`src/rtl/axi4lite_pkg.sv`:
```
// Shared types and response codes for the AXI4-Lite register file.
package axi4lite_pkg;

    localparam logic [1:0] RESP_OKAY   = 2'b00;
    localparam logic [1:0] RESP_SLVERR = 2'b10;

    typedef enum logic [1:0] {
        W_IDLE,
        W_HAVE_AW,
        W_HAVE_W,
        W_RESP
    } wr_state_t;

    typedef enum logic {
        R_IDLE,
        R_DATA
    } rd_state_t;

endpackage

```
`src/rtl/axi4lite_wr_ch.sv`:
```
// AXI4-Lite write channel: AW/W join FSM, address/data latches and B response.
// Byte-lane masking is enabled by defining AXIL_WSTRB_EN; otherwise every write is full-word.
module axi4lite_wr_ch
    import axi4lite_pkg::*;
#(
    parameter int ADDR_W = 8,
    parameter int DATA_W = 32,
    parameter int OFS    = 2,
    parameter int IDX_W  = ADDR_W - OFS
) (
    input  logic                clk,
    input  logic                reset,
    input  logic                en_i,
    input  logic [ADDR_W-1:0]   s_awaddr,
    input  logic                s_awvalid,
    output logic                s_awready,
    input  logic [DATA_W-1:0]   s_wdata,
    input  logic [DATA_W/8-1:0] s_wstrb,
    input  logic                s_wvalid,
    output logic                s_wready,
    output logic [1:0]          s_bresp,
    output logic                s_bvalid,
    input  logic                s_bready,
    input  logic                err_i,
    output logic                commit_o,
    output logic [IDX_W-1:0]    idx_o,
    output logic [DATA_W-1:0]   data_o,
    output logic [DATA_W-1:0]   mask_o
);

    localparam int STRB_W = DATA_W / 8;

    wr_state_t            state_q, state_d;
    logic [ADDR_W-1:0]    addr_q;
    logic [DATA_W-1:0]    data_q;
    logic [STRB_W-1:0]    strb_q;
    logic [1:0]           bresp_q;
    logic [ADDR_W-1:0]    addr_sel;
    logic [STRB_W-1:0]    strb_sel;
    logic                 aw_hs;
    logic                 w_hs;

    assign s_awready = en_i && (state_q == W_IDLE || state_q == W_HAVE_W);
    assign s_wready  = en_i && (state_q == W_IDLE || state_q == W_HAVE_AW);
    assign aw_hs     = s_awvalid && s_awready;
    assign w_hs      = s_wvalid && s_wready;
    assign s_bvalid  = (state_q == W_RESP);
    assign s_bresp   = bresp_q;

    // The commit may use the live channel or the latched copy, depending on which half arrived first.
    always_comb begin
        state_d  = state_q;
        commit_o = 1'b0;
        addr_sel = s_awaddr;
        data_o   = s_wdata;
        strb_sel = s_wstrb;
        case (state_q)
            W_IDLE: begin
                if (aw_hs && w_hs) begin
                    commit_o = 1'b1;
                    state_d  = W_RESP;
                end else if (aw_hs) begin
                    state_d = W_HAVE_AW;
                end else if (w_hs) begin
                    state_d = W_HAVE_W;
                end
            end
            W_HAVE_AW: begin
                addr_sel = addr_q;
                if (w_hs) begin
                    commit_o = 1'b1;
                    state_d  = W_RESP;
                end
            end
            W_HAVE_W: begin
                data_o   = data_q;
                strb_sel = strb_q;
                if (aw_hs) begin
                    commit_o = 1'b1;
                    state_d  = W_RESP;
                end
            end
            W_RESP: begin
                if (s_bready) begin
                    state_d = W_IDLE;
                end
            end
            default: state_d = W_IDLE;
        endcase
    end

    assign idx_o = addr_sel[ADDR_W-1:OFS];

    logic unused_addr_bits;
    assign unused_addr_bits = ^addr_sel[OFS-1:0];

`ifdef AXIL_WSTRB_EN
    for (genvar gi = 0; gi < STRB_W; gi++) begin : g_mask
        assign mask_o[gi*8 +: 8] = {8{strb_sel[gi]}};
    end
`else
    logic unused_strb;
    assign unused_strb = ^strb_sel;
    assign mask_o      = '1;
`endif

    always_ff @(posedge clk or negedge reset) begin
        if (!reset) begin
            state_q <= W_IDLE;
            addr_q  <= '0;
            data_q  <= '0;
            strb_q  <= '0;
            bresp_q <= RESP_OKAY;
        end else begin
            state_q <= state_d;
            if (aw_hs) begin
                addr_q <= s_awaddr;
            end
            if (w_hs) begin
                data_q <= s_wdata;
                strb_q <= s_wstrb;
            end
            if (commit_o) begin
                bresp_q <= err_i ? RESP_SLVERR : RESP_OKAY;
            end
        end
    end

endmodule

```
`src/rtl/axi4lite_regfile.sv`:
```
// Parametrised AXI4-Lite register file: register array, read FSM and address decode.
// Define AXIL_WSTRB_EN to honour per-byte write strobes.
module axi4lite_regfile
    import axi4lite_pkg::*;
#(
    parameter int                 ADDR_W    = 8,
    parameter int                 DATA_W    = 32,
    parameter int                 NUM_REGS  = 16,
    parameter logic [DATA_W-1:0]  RESET_VAL = '0
) (
    input  logic                         clk,
    input  logic                         reset,
    input  logic [ADDR_W-1:0]            s_awaddr,
    input  logic                         s_awvalid,
    output logic                         s_awready,
    input  logic [DATA_W-1:0]            s_wdata,
    input  logic [DATA_W/8-1:0]          s_wstrb,
    input  logic                         s_wvalid,
    output logic                         s_wready,
    output logic [1:0]                   s_bresp,
    output logic                         s_bvalid,
    input  logic                         s_bready,
    input  logic [ADDR_W-1:0]            s_araddr,
    input  logic                         s_arvalid,
    output logic                         s_arready,
    output logic [DATA_W-1:0]            s_rdata,
    output logic [1:0]                   s_rresp,
    output logic                         s_rvalid,
    input  logic                         s_rready,
    output logic [NUM_REGS*DATA_W-1:0]   regs_o
);

    localparam int OFS   = $clog2(DATA_W / 8);
    localparam int IDX_W = ADDR_W - OFS;
    localparam logic [IDX_W:0] NUM_REGS_L = (IDX_W + 1)'(NUM_REGS);

    logic              en_q;
    logic              wr_commit;
    logic              wr_err;
    logic [IDX_W-1:0]  wr_idx;
    logic [DATA_W-1:0] wr_data;
    logic [DATA_W-1:0] wr_mask;

    // Readys stay low until the first edge after reset release.
    always_ff @(posedge clk or negedge reset) begin
        if (!reset) begin
            en_q <= 1'b0;
        end else begin
            en_q <= 1'b1;
        end
    end

    axi4lite_wr_ch #(
        .ADDR_W (ADDR_W),
        .DATA_W (DATA_W),
        .OFS    (OFS),
        .IDX_W  (IDX_W)
    ) u_wr_ch (
        .clk       (clk),
        .reset     (reset),
        .en_i      (en_q),
        .s_awaddr  (s_awaddr),
        .s_awvalid (s_awvalid),
        .s_awready (s_awready),
        .s_wdata   (s_wdata),
        .s_wstrb   (s_wstrb),
        .s_wvalid  (s_wvalid),
        .s_wready  (s_wready),
        .s_bresp   (s_bresp),
        .s_bvalid  (s_bvalid),
        .s_bready  (s_bready),
        .err_i     (wr_err),
        .commit_o  (wr_commit),
        .idx_o     (wr_idx),
        .data_o    (wr_data),
        .mask_o    (wr_mask)
    );

    assign wr_err = {1'b0, wr_idx} >= NUM_REGS_L;

    for (genvar gi = 0; gi < NUM_REGS; gi++) begin : g_reg
        logic [DATA_W-1:0] reg_q;
        always_ff @(posedge clk or negedge reset) begin
            if (!reset) begin
                reg_q <= RESET_VAL;
            end else if (wr_commit && !wr_err && wr_idx == IDX_W'(gi)) begin
                reg_q <= (reg_q & ~wr_mask) | (wr_data & wr_mask);
            end
        end
        assign regs_o[gi*DATA_W +: DATA_W] = reg_q;
    end

    rd_state_t         rd_state_q, rd_state_d;
    logic [DATA_W-1:0] rdata_q;
    logic [1:0]        rresp_q;
    logic [IDX_W-1:0]  ar_idx;
    logic              ar_err;
    logic              ar_hs;
    logic [DATA_W-1:0] rd_word;

    assign ar_idx    = s_araddr[ADDR_W-1:OFS];
    assign ar_err    = {1'b0, ar_idx} >= NUM_REGS_L;
    assign s_arready = en_q && (rd_state_q == R_IDLE);
    assign ar_hs     = s_arvalid && s_arready;
    assign s_rvalid  = (rd_state_q == R_DATA);
    assign s_rdata   = rdata_q;
    assign s_rresp   = rresp_q;

    logic unused_araddr_bits;
    assign unused_araddr_bits = ^s_araddr[OFS-1:0];

    // Sampling pre-edge register contents gives old-value semantics on a same-edge write.
    always_comb begin
        rd_word = '0;
        for (int i = 0; i < NUM_REGS; i++) begin
            if (ar_idx == IDX_W'(i)) begin
                rd_word = regs_o[i*DATA_W +: DATA_W];
            end
        end
    end

    always_comb begin
        rd_state_d = rd_state_q;
        case (rd_state_q)
            R_IDLE:  if (ar_hs) rd_state_d = R_DATA;
            R_DATA:  if (s_rready) rd_state_d = R_IDLE;
            default: rd_state_d = R_IDLE;
        endcase
    end

    always_ff @(posedge clk or negedge reset) begin
        if (!reset) begin
            rd_state_q <= R_IDLE;
            rdata_q    <= '0;
            rresp_q    <= RESP_OKAY;
        end else begin
            rd_state_q <= rd_state_d;
            if (ar_hs) begin
                rdata_q <= ar_err ? '0 : rd_word;
                rresp_q <= ar_err ? RESP_SLVERR : RESP_OKAY;
            end
        end
    end

endmodule

```
`config.mk`:
```
export PLATFORM = sky130hd
export DESIGN_NAME = axi4lite_regfile
export DESIGN_NICKNAME = d
export VERILOG_FILES = /design/src/rtl/axi4lite_pkg.sv /design/src/rtl/axi4lite_wr_ch.sv /design/src/rtl/axi4lite_regfile.sv
export SDC_FILE = /design/constraint.sdc
export NUM_CORES = 1
export LEC_CHECK = 0
export BUFFER_PORTS_ARGS = -buffer_cell sky130_fd_sc_hd__buf_2
export CORE_MARGIN = 4
export CORE_UTILIZATION = 50
export CTS_CLUSTER_DIAMETER = 200
export DETAILED_ROUTE_END_ITERATION = 10
export PLACE_DENSITY = 0.83
export RECOVER_POWER = 50
export SYNTH_ARGS = -nofsm -noshare
export SYNTH_HDL_FRONTEND = slang
export SYNTH_SLANG_ARGS = --single-unit
```
`constraint.sdc`:
```
create_clock -name clk -period 4.9 [get_ports clk]
set_input_delay 0 -clock clk [delete_from_list [all_inputs] [get_ports clk]]
set_output_delay 0 -clock clk [all_outputs]
set_load 0.1 [all_outputs]
```
Yosys cells after proc, flatten, opt, wreduce, memory -nomap -nowiden:

Cells that the tools add are included.

* eq/ne operators: 37
* magnitude comparators: 2
* reductions and logical operators: 31
* mux-type cells: 35
* bitwise gates (word level): 1

Operator list (number)
* 32-bit 2-to-1 mux: 18
* 6-bit by 4-bit equality test with 1-bit output (second input constant): 16
* 6-bit by 3-bit equality test with 1-bit output (second input constant): 8
* 6-bit by 2-bit equality test with 1-bit output (second input constant): 4
* 1-bit logical AND: 24
* 2-bit 2-to-1 mux: 8
* 6-bit by 1-bit equality test with 1-bit output (second input constant): 2
* 6-bit by 5-bit greater-or-equal comparator with 1-bit output (second input constant): 2
* 6-bit logical NOT: 2
* 8-bit 2-to-1 mux: 1
* 2-bit case mux with 4 select lines: 1
* 2-bit by 1-bit inequality test with 1-bit output (second input constant): 3
* 1-bit 2-to-1 mux: 5
* 2-bit equality test (second input constant): 2
* 4-bit by 2-bit inequality test with 1-bit output (second input constant): 1
* 4-bit AND reduction: 1
* 1-bit case mux with 3 select lines: 1
* 2-bit by 1-bit equality test with 1-bit output (second input constant): 1
* 2-bit logical NOT: 1
* 1-bit logical OR: 2
* 1-bit case mux with 2 select lines: 1
* 1-bit logical NOT: 1
* 1-bit NOT: 1

* register bits after elaboration: 592
* bits of input ports: 59

Logic depth before layout (Yosys ltp):

Gate-level depths: netlist of the first run.

* depth in word-level cells: 18
* gate-level depth with buffers: 10
* gate-level depth less buffers: 7

Modules after synthesis:

Synthesis of the first run repeated with hierarchy kept, for this count alone.

* cells, all modules: 2609
* area, all modules: 29554.6 µm²

By module, submodules not included
* axi4lite_regfile: cells an instance 2421, seq. area each 13688.1 µm², instances 1, area an instance 27124.8 µm²
* axi4lite_wr_ch: cells an instance 188, seq. area each 1026.0 µm², instances 1, area an instance 2429.8 µm²

Least setup slack after synthesis of the first run:

OpenSTA, ideal clock, no wires.

* kind: reg2reg
* start: register rd_state_q (netlist: s_rvalid)
* end: register rdata_q[25] (netlist: s_rdata[25])
* path slack: 1.454 ns
* data required time: 4.817 ns
* setup time: 0.083 ns
* clock period less this slack: 3.446 ns
* cell stages (with the launch flop): 6
* data arrival time: 3.363 ns
* cell sequence: dfrtp_1 nor2b_1 nand3_1 clkbuf_1 o21a_1 o21ai_0

* word-level cells in the longest chain between the ends: 3

Ends and longest elaborated chain
* start: declaration: line axi4lite_regfile.sv:93 `rd_state_t rd_state_q, rd_state_d;`
* start signal: assignment: line axi4lite_regfile.sv:137 `rd_state_q <= rd_state_d;`
* 1-bit NOT
* 1-bit logical AND: line axi4lite_regfile.sv:103 `assign s_arready = en_q && (rd_state_q == R_IDLE);`
* net s_arready: line axi4lite_regfile.sv:25 `output logic s_arready,`
* 1-bit logical AND: line axi4lite_regfile.sv:104 `assign ar_hs = s_arvalid && s_arready;`
* end signal: assignment: line axi4lite_regfile.sv:139 `rdata_q <= ar_err ? '0 : rd_word;`
* end: declaration: line axi4lite_regfile.sv:94 `logic [DATA_W-1:0] rdata_q;`

The timed path passes the listed nets, and every way through them passes these cells.
A chain may end at the register's enable or synchronous reset.

Final worst setup path of the first run:

* start: register u_wr_ch.state_q[1]
* end: register g_reg[10].reg_q[5]

* word-level cells in the longest chain between the ends: 9
* elaborated cells between the ends (all ways): 21

Ends and longest elaborated chain
* start: declaration: line axi4lite_wr_ch.sv:33 `wr_state_t state_q, state_d;`
* start signal: assignment: line axi4lite_wr_ch.sv:115 `state_q <= state_d;`
* parallel branches: the longest is 9 deep, another holds 6-bit by 5-bit greater-or-equal comparator with 1-bit output
* end signal: assignment: line axi4lite_regfile.sv:87 `reg_q <= (reg_q & ~wr_mask) | (wr_data & wr_mask);`
* end: declaration: line axi4lite_regfile.sv:82 `logic [DATA_W-1:0] reg_q;`

Several ways; the timed one is not identified.

==> flow_summary.yaml, run 1 <==
detailed_routing:
  wl_mm: 114
  first_pass_iters: 6
  ant_nets: 0
  vias: 22389
  dr.first_iter.drc_count: 2403
  drc: 0
  vias_per_cell: 6.72
  routedWlPerCell_um: 34.2
floorplanning:
  rows: 85
  dieArea_um2: 58000
  die_x_um: 241
  io_pins: 612
  die_h_um: 241
  fp.coreArea_um2: 53700
  start_util_pct: 50.4
logic_synthesis:
  ys_types: 79
  synth.avg_cell_area_um2: 13.6
  seq_area_frac_synth_pct: 54.3
  synth-seq-cells: 588
  synth_ff_type: "dfrtp_1"
  ys_async_sr_fraction_pct: 100
  synthMuxAreaShare_pct: 28.2
  synthSimpleGateAreaFrac_pct: 4.91
  synth_fa_ha_area_share_pct: 0.185
  synth_area_um2: 27100
  synthCells: 1989
  synth_top_family_by_area: "multiplexers"
  synth_compound_area_share_pct: 9.11
  ys_warn_count: 0
  synth-xor-area-share_pct: 0
  synth-edff-count: 0
setup_path:
  critPathMaxFanout: 17
  reg2reg_slack_ns: 1.05
  critical_path_buf_inv_count: 2
  end_kind: "register"
  critPathKind: "reg -> reg"
  cp-start-kind: "register"
  crit_family: "simple AND/OR/NAND/NOR gates"
  max_stage_delay_ns: 0.78
  cp_data_arrival_time_ns: 4.35
  crit_chain: "inv_1 -> ha_1 -> or3b_1 -> a211oi_1 -> nand3_1 -> nor2_4 -> buf_12 -> mux2_2"
  cp.required_ns: 5.40
  worst_path_max_delay_cell: "nor2_4"
timing:
  skew_ns: 0.0104
  tightest_slew_ns: 2.82
  fin_crit_ns: 3.85
  slew_headroom_pct: -87.7
  hold_violations: 0
  clock.fmax_mhz: 260
  slew_violations: 138
  min_period_over_period_pct: 78.6
  setup_violations: 0
  tns_ns: 0
  rsz0062_at_grt: "no"
clocking:
  cts_tree: "done"
  clock_path_buffers: 3
  cts.hold.buffers_added: 46
  cts_made_buffers: 60
  root_buffer: "clkbuf_16"
  cts_sinks: 588
  cts-htree-levels: 2
  path_clk_slew_ns: 0.06
  postCtsSetupRepairBufs: 0
  cts_resized: 0
  clock_latency_ns: 0.62
outcome:
  violations: "capacitance limit, slew limit"
  status: "complete, but fails checks"
global_routing:
  grt_pass1_vias: 22964
  overflow: 0
  antenna_found_initial: 3
  grt_pass1_wl_mm: 160
  grt_max_degree: 165
  grt_usage_pct: 38.0
final_layout:
  fin_area_um2: 32800
  area.growth.synth_to_final_pct: 21.0
  antennaDiodeCount: 0
  drive_gt1_share_pct: 36.9
  nNetsFinal: 2657
placement:
  dpl.hpwl_mm: 76.2
  place_area_um2: 31000
  gp_congestion: 0.895
  portBuffers: 601
pwr:
  power_density_nw_per_um2: 735
  cellLeakagePower_nw: 15.3
  ir_worst_vdd_mv: 0.523
job:
  max-cap-violations: 2
worst_hold_path:
  min_path_type: "in -> reg"
==> cells in the mapped netlist (all sizes together) (6+ instances only) <==
library cell / count / share of area (%)
a31oi: 6 / 0.14
nand3: 20 / 0.39
a2111oi: 8 / 0.28
clkbuf: 75 / 1.0
buf: 92 / 2.1
a221oi: 12 / 0.39
nor2b: 8 / 0.18
o221ai: 29 / 0.94
o221a: 6 / 0.25
nor2: 61 / 1.1
inv: 8 / 0.11
a22oi: 54 / 1.5
mux2: 592 / 25
nand4: 14 / 0.32
a2bb2oi: 11 / 0.36
nand2: 68 / 0.94
mux2i: 18 / 0.66
a222oi: 11 / 0.41
a211oi: 8 / 0.22
o2bb2ai: 12 / 0.39
nor3: 10 / 0.18
nand2b: 9 / 0.21
a22o: 15 / 0.48
a221o: 12 / 0.44
dfrtp: 588 / 54
o21ai: 50 / 0.92
and4: 6 / 0.19
o22ai: 20 / 0.46
a21oi: 32 / 0.59
mux4: 35 / 2.9
and3: 13 / 0.30
==> sequential cells by signal, summed over array words and instances (netlist names) <==
name,count
g.reg_q,512
s_rdata,32
u_wr_ch.data_q,32
u_wr_ch.addr_q,6
u_wr_ch.state_q,2
en_q,1
s_rresp,1
s_rvalid,1
u_wr_ch.s_bresp,1
==> layout by cell type (no fill, tap or decap), types with 12 or more instances in the layout <==
master and instances:
and3_1 13, mux2i_1 18, a22o_1 15, o21ai_0 49, mux2_2 567, o22ai_1 20, a221oi_1 12, nand4_1 14
dfrtp_1 588, clkbuf_8 17, mux2_1 25, a21oi_1 32, dlygate4sd3_1 46, a221o_1 12, nand2_1 65, clkbuf_1 457
nand3_1 18, nor2_1 34, clkbuf_16 61, buf_2 159, a22oi_1 54, buf_4 46, nor2_4 23, o2bb2ai_1 12
mux4_2 35, o221ai_1 29
==> cell families after synthesis <==
family	after synthesis
flip-flops	588
buffers and inverters	176
AO/OA/AOI/OAI	328
AND/OR/NAND/NOR	246
adder cells (fa/ha/maj)	4
other	2
multiplexers	645
==> tightest hold or removal path: stages <==
cell and delay [ns]:
buf_2 0.14, a22o_1 0.31, nand2_1 0.12, o21ai_0 0.10
==> power by group <==
group,switching [W],total [W],internal (W),leakage (nW)
Combinational,0.0104,0.0123,0.00192,6.29
Clock,0.00194,0.00463,0.00269,0.969
Sequential,0.00105,0.00713,0.00608,8.05
Total,0.0134,0.0241,0.0107,15.3
==> path summary, 6_finish.rpt <==
| check | startpoint | cells after the start | to |
|---|---|---|---|
| worst max-delay path | u_wr_ch.state_q[1] | 8 | g_reg[10].reg_q[5] |
| worst min-delay path | s_wvalid | 4 | u_wr_ch.s_bresp[1] |
| worst max register to register | u_wr_ch.state_q[1] | 8 | g_reg[10].reg_q[5] |
| worst min register to register | u_wr_ch.data_q[8] | 1 | u_wr_ch.data_q[8] |
| max in group asynchronous | reset | 3 | g_reg[1].reg_q[8] |
| min in group asynchronous | reset | 2 | g_reg[2].reg_q[21] |
==> per-layer routing <==
| layer | up-vias | GRT usage [%] | wire length [um] |
|---|---|---|---|
| li1 | 8696 | - | - |
| met2 | 1735 | 59.9 | 52100 |
| met5 | - | 0 | 0 |
| met3 | 479 | 11.6 | 13600 |
| met4 | 0 | 20.0 | 7800 |
| met1 | 11479 | 47.7 | 40600 |
==> through the flow <==
stage / hold slack [ns] / std cells / utilization [%] / worst slack, ns / power [W]
2_1_floorplan: -0.296 / 1990 / - / 1.45 / 0.0170
3_3_place_gp: 0.111 / 3182 / 57.6 / 1.35 / 0.0193
3_5_place_dp: 0.129 / 3182 / 57.6 / 1.17 / 0.0196
4_1_cts: 0.0618 / 3333 / 62.1 / 1.14 / 0.0242
5_1_grt: 0.144 / 3333 / 61.1 / 0.598 / 0.0247
6_report: 0.114 / 3333 / 61.1 / 1.05 / 0.0241
==> cell type report <==
class	count	area [um^2]
multi-input cells	1226	11700
clock inverters	11	144
clock buffers	94	1820
flip-flops and latches	588	14700
fillers	4220	20900
inverters	9	33.8
repair buffers	709	3520
well taps	696	871
No activity file was read; power rests on OpenSTA's default activity.
==> run 2, diff against run 1 <==
Clock period 4.9 ns to 3.69 ns, I/O delays scaled along.
==> run 2 against run 1 <==
Effect of this change:
- the run still ends with capacitance limit, slew limit left
- final cell count is 1.1% higher
- critical path depth stayed put
- setup slack worse by 0.82 ns
- first-iteration DRC count is 1.8% higher
- hold slack worse by 0.046 ns
- wire length is 0.79% higher
- sequential share of layout area is 0.66 points lower
- register-to-register slack worse by 0.82 ns
- clock skew is 0.0011 ns higher
- design area is 1.5% higher
- count of clock-buffer cells in the layout is 18 lower
==> flow_summary.yaml, run 2 (synthesis gave the netlist of run 1 again) <==
outcome:
  status: "complete, but fails checks"
  violations: "capacitance limit, slew limit"
timing:
  hold_violations: 0
  setup_ws_ns: 0.231
  clock.fmax_mhz: 289
  setup_violations: 0
  min_period_over_period_pct: 93.7
  tns_ns: 0
  slew_violations: 105
  slew_headroom_pct: -103
  skew_ns: 0.0116
  tightest_slew_ns: 3.05
  fin_crit_ns: 3.46
  rsz0062_at_grt: "no"
clocking:
  root_buffer: "clkbuf_16"
  cts_made_buffers: 60
  cts_tree: "done"
  cts-htree-levels: 2
  path_clk_slew_ns: 0.07
  clock_latency_ns: 0.62
  postCtsSetupRepairBufs: 0
  clock_path_buffers: 3
  cts_sinks: 588
detailed_routing:
  vias_per_cell: 6.73
  drc: 0
  routedWlPerCell_um: 34.1
  dr.first_iter.drc_count: 2447
  vias: 22672
  first_pass_iters: 6
  ant_nets: 0
  wl_mm: 115
worst_hold_path:
  min_from: "s_araddr[6]"
  min_path_type: "in -> reg"
  holdPathStages: 4
  min_to: "s_rdata[29]"
pwr:
  internal_power_w: 0.0147
  comb_power_share_pct: 50.6
  ir_worst_vdd_mv: 0.792
  p_sw_share_pct: 55.0
  p_sw_w: 0.0179
  clock_power_share_pct: 20.3
  cellLeakagePower_nw: 15.9
  p_seq_share_pct: 29.1
  power_density_nw_per_um2: 979
setup_path:
  cp.required_ns: 4.19
  critPathMaxFanout: 19
  reg2reg_depth: 8
  cp_data_arrival_time_ns: 3.96
  timing.rr.start: "u_wr_ch.state_q[1]"
  cp-start-kind: "register"
  end_kind: "register"
  reg2reg_to: "g_reg[5].reg_q[17]"
  reg2reg_slack_ns: 0.23
  critPathKind: "reg -> reg"
final_layout:
  final_util_pct: 62.0
  area.growth.synth_to_final_pct: 22.8
  final_cell_mix: "588 x dfrtp_1, 567 x mux2_2, 362 x clkbuf_1"
  n_fill_cell: 4115
  largest_reg_flops: 512
  mostFrequentLayoutCell: "dfrtp_1"
  seq_area_um2: 14700
  multi_input_area_um2: 11700
  largest_register: "g.reg_q"
  drive_gt1_share_pct: 41.1
  fin_area_um2: 33300
  nNetsFinal: 2684
placement:
  dpl.hpwl_mm: 77.8
  portBuffers: 601
  gp_congestion: 0.914
  place_area_um2: 31100
  pre_cts_slack_ns: 0.380
floorplanning:
  die_h_um: 241
  dieArea_um2: 58000
  fp.coreArea_um2: 53700
  io_pins: 612
  die_x_um: 241
  start_util_pct: 50.4
  rows: 85
global_routing:
  grt_pass1_wl_mm: 162
  grt_max_degree: 123
  grt_pass1_vias: 23261
  overflow: 0
  grt_usage_pct: 38.4
  antenna_found_initial: 7
job:
  max-cap-violations: 1
## run 2: cell types whose count changed in the layout (fill, tap and decap cells not counted), sizes merged
cell and delta:
clkinv +9, diode +5, dlygate4sd3 +3, buf +111, bufinv +8, clkinvlp +6
clkbuf -105
## run 2: worst max-delay path by stage
stage / from / end / slack (ns) / cells past startpoint
3_5_place_dp: u_wr_ch.state_q[1] / g_reg[5].reg_q[17] / 0.38 / 8
5_1_grt: reset / g_reg[3].reg_q[13] / 0.09 / 3
2_1_floorplan: s_rvalid / s_rdata[25] / 0.24 / 5
6_report: u_wr_ch.state_q[1] / g_reg[5].reg_q[17] / 0.23 / 8
4_1_cts: u_wr_ch.state_q[1] / g_reg[5].reg_q[8] / 0.36 / 8
3_3_place_gp: s_araddr[4] / s_rdata[21] / 0.41 / 6
## run 2: power by group through the flow
stage	logic, W	clock network, W	registers (W)
final	0.0165	0.00662	0.00949
after global routing	0.0168	0.00690	0.00964
after CTS	0.0167	0.00664	0.00939
after detailed placement	0.0165	0	0.00948
after global placement	0.0163	0	0.00931
after floorplan	0.00313	0	0.0194
## run 2: critical path: stages (launching register included)
cell and delay (ns):
dfrtp_1 0.43, inv_1 0.13, ha_1 0.58, or3b_1 0.48, a211oi_1 0.25, nand3_1 0.38
nor2_4 0.21, buf_4 0.45, mux2_2 0.39
## run 2: metal layers
layer | share of wire [%] | up-vias | routed length [um] | track usage (%)
li1 | - | 8770 | - | -
met2 | 45 | 1879 | 51600 | 59.5
met4 | 7.6 | 6 | 8680 | 22.4
met5 | 0.037 | - | 42 | 0
met1 | 35 | 11469 | 40600 | 47.5
met3 | 12 | 548 | 14000 | 12.9
## run 2: what timing repair did
action	CTS	global route
hold endpoints to repair	268	0
gates resized for setup	0	0
hold buffers	49	0
## run 2: layout make-up
| type | count | share of cell area, % |
|---|---|---|
| clock inverter | 34 | 1.46 |
| tap | 696 | 2.62 |
| sequential | 588 | 44.2 |
| clock buffer | 76 | 4.97 |
| multi-input combinational | 1226 | 35.1 |
| antenna | 5 | 0.0376 |
| timing repair buffer | 736 | 11.5 |
| inverter | 9 | 0.102 |
## run 2: per-stage QoR
step	instances	power, W	hold slack [ns]
finish	3370	0.0326	0.0675
global route	3366	0.0334	0.0608
CTS	3365	0.0327	0.00198
detailed placement	3206	0.0260	0.153
global placement	3206	0.0256	0.133
floorplan	1990	0.0226	-0.296
==> run 3, diff against run 2 <==
Settings changed: CELL_PAD_IN_SITES_DETAIL_PLACEMENT set to 2, CELL_PAD_IN_SITES_GLOBAL_PLACEMENT set to 2, CORE_UTILIZATION 50 to 37, PLACE_DENSITY 0.83 to 0.89.
==> run 3 against run 2 <==
Effect of this change:
- the run still ends with capacitance limit, slew limit left
- non-clock buffer count is 25 higher
- core utilization is 15 points lower
- die area up 34%
- power grew 5.0%
- via count is 3.4% higher
- sequential power up 3.2%
- setup slack got worse by 0.029 ns
- hold slack improved by 0.0066 ns
- first-iteration DRC count grew 3.8%
- clock power increased by 11%
- largest power group unchanged
- highest routed layer unchanged
==> flow_summary.yaml, run 3 (synthesis gave the netlist of run 1 again) <==
clocking:
  postCtsSetupRepairBufs: 0
  clock_latency_ns: 0.64
  cts_sinks: 588
  cts-htree-levels: 3
  path_clk_slew_ns: 0.06
  clock_path_buffers: 3
  cts_made_buffers: 69
  cts_tree: "done"
  root_buffer: "clkbuf_16"
detailed_routing:
  vias: 23454
  vias_per_cell: 6.40
  ant_nets: 0
  dr.first_iter.drc_count: 2541
  first_pass_iters: 5
  wl_mm: 151
  routedWlPerCell_um: 41.3
  drc: 0
outcome:
  status: "complete, but fails checks"
  violations: "capacitance limit, slew limit"
timing:
  skew_ns: 0.0467
  fin_crit_ns: 3.49
  slew_headroom_pct: -100
  hold_violations: 0
  tightest_slew_ns: 3.01
  min_period_over_period_pct: 94.5
  clock.fmax_mhz: 287
  slew_violations: 89
  tns_ns: 0
  rsz0062_at_grt: "no"
  setup_violations: 0
final_layout:
  largest_reg_flops: 512
  largest_register: "g.reg_q"
  seq_area_um2: 14700
  multi_input_area_um2: 11700
  mostFrequentLayoutCell: "dfrtp_1"
  nNetsFinal: 2718
  drive_gt1_share_pct: 43.6
  area.growth.synth_to_final_pct: 25.7
  n_fill_cell: 7153
  fin_area_um2: 34100
  final_util_pct: 47.3
  final_cell_mix: "588 x dfrtp_1, 567 x mux2_2, 323 x clkbuf_1"
pwr:
  ir_worst_vdd_mv: 0.700
  clock_power_share_pct: 21.4
  cellLeakagePower_nw: 16.3
  internal_power_w: 0.0150
  p_sw_w: 0.0192
  power_density_nw_per_um2: 1000
  p_sw_share_pct: 56.1
  p_seq_share_pct: 28.6
  comb_power_share_pct: 49.9
setup_path:
  crit_family: "simple AND/OR/NAND/NOR gates"
  cp_data_arrival_time_ns: 3.97
  critPathKind: "reg -> reg"
  cp-start-kind: "register"
  end_kind: "register"
  max_stage_delay_ns: 0.50
  critical_path_buf_inv_count: 2
  cp.required_ns: 4.17
  crit_chain: "inv_1 -> ha_2 -> or3b_1 -> nand2_1 -> nand4_1 -> nor2_4 -> buf_4 -> mux2_2"
  worst_path_max_delay_cell: "or3b_1"
  critPathMaxFanout: 19
global_routing:
  grt_max_degree: 119
  antenna_found_initial: 11
  grt_usage_pct: 37.6
  overflow: 0
  grt_pass1_wl_mm: 210
  grt_pass1_vias: 26122
placement:
  dpl.hpwl_mm: 101
  portBuffers: 601
  place_area_um2: 31700
  gp_congestion: 0.868
worst_hold_path:
  min_path_type: "in -> reg"
floorplanning:
  io_pins: 612
  dieArea_um2: 77600
  rows: 98
  die_x_um: 279
  die_h_um: 279
  fp.coreArea_um2: 72000
  start_util_pct: 37.6
job:
  max-cap-violations: 1
run 3: cell count changes in the layout (fill, tap and decap cells not counted), moves of 2 or more:
cell	delta
bufinv_16	-4
clkinvlp_4	-3
clkinv_4	-2
clkinv_8	+3
clkbuf_8	+7
clkbuf_1	-39
dlygate4sd3_1	-6
buf_4	+28
buf_12	+2
buf_2	+45
clkbuf_16	+9
run 3: path summary, 6_finish.rpt:
kind	start	to	slack [ns]	cells past startpoint
worst min register to register	u_wr_ch.data_q[12]	u_wr_ch.data_q[12]	0.50	1
min in group asynchronous	reset	g_reg[11].reg_q[0]	0.89	2
worst max register to register	u_wr_ch.state_q[1]	g_reg[14].reg_q[26]	0.20	8
worst min-delay path	s_arvalid	s_rdata[1]	0.07	3
worst max-delay path	u_wr_ch.state_q[1]	g_reg[14].reg_q[26]	0.20	8
max in group asynchronous	reset	g_reg[5].reg_q[31]	0.60	3
run 3: final cells by class:
type / instances / share of cell area [%]
antenna: 6 / 0.0441
clock buffer: 97 / 5.85
clock inverter: 26 / 1.05
inverter: 9 / 0.0992
multi-input combinational: 1226 / 34.3
sequential: 588 / 43.2
tap: 950 / 3.49
timing repair buffer: 761 / 11.9
run 3: power by group through the flow:
stage | Combinational [W] | Clock [W] | Sequential (W)
global route | 0.0174 | 0.00771 | 0.00992
floorplan | 0.00313 | 0 | 0.0194
global placement | 0.0165 | 0 | 0.00936
detailed placement | 0.0170 | 0 | 0.00968
finish | 0.0171 | 0.00734 | 0.00979
CTS | 0.0172 | 0.00736 | 0.00966
run 3: stage by stage:
stage | hold WS [ns] | power (W) | cells | setup slack (ns)
after floorplan | -0.296 | 0.0226 | 1990 | 0.244
after global placement | 0.133 | 0.0259 | 3491 | 0.418
after detailed placement | 0.149 | 0.0266 | 3491 | 0.248
after CTS | 0.0243 | 0.0342 | 3657 | 0.0383
after global routing | 0.0931 | 0.0350 | 3659 | 0.139
final | 0.0740 | 0.0342 | 3663 | 0.202
run 3: routing by layer:
layer | vias to the layer above | routed length, um | global-route usage, %
met1 | 12388 | 54100 | 43.4
met5 | - | 13 | 0
met4 | 2 | 11500 | 23.5
met2 | 1649 | 71500 | 61.8
met3 | 572 | 14000 | 11.0
li1 | 8843 | - | -
run 3: worst register-to-register path, delay by kind of cell (launching register included):
family	cells	cell delay [ns]
simple gates	4	1.40
buf+inv	2	0.61
fa+ha+maj	1	0.46
mux	1	0.46
flops	1	0.41
run 3: timing repair:
action / 4_1_cts / 5_1_grt
setup endpoints to repair: 0 / 189
endpoints found under the hold margin: 133 / 0
gates resized for setup: 0 / 2
hold buffers: 43 / 0
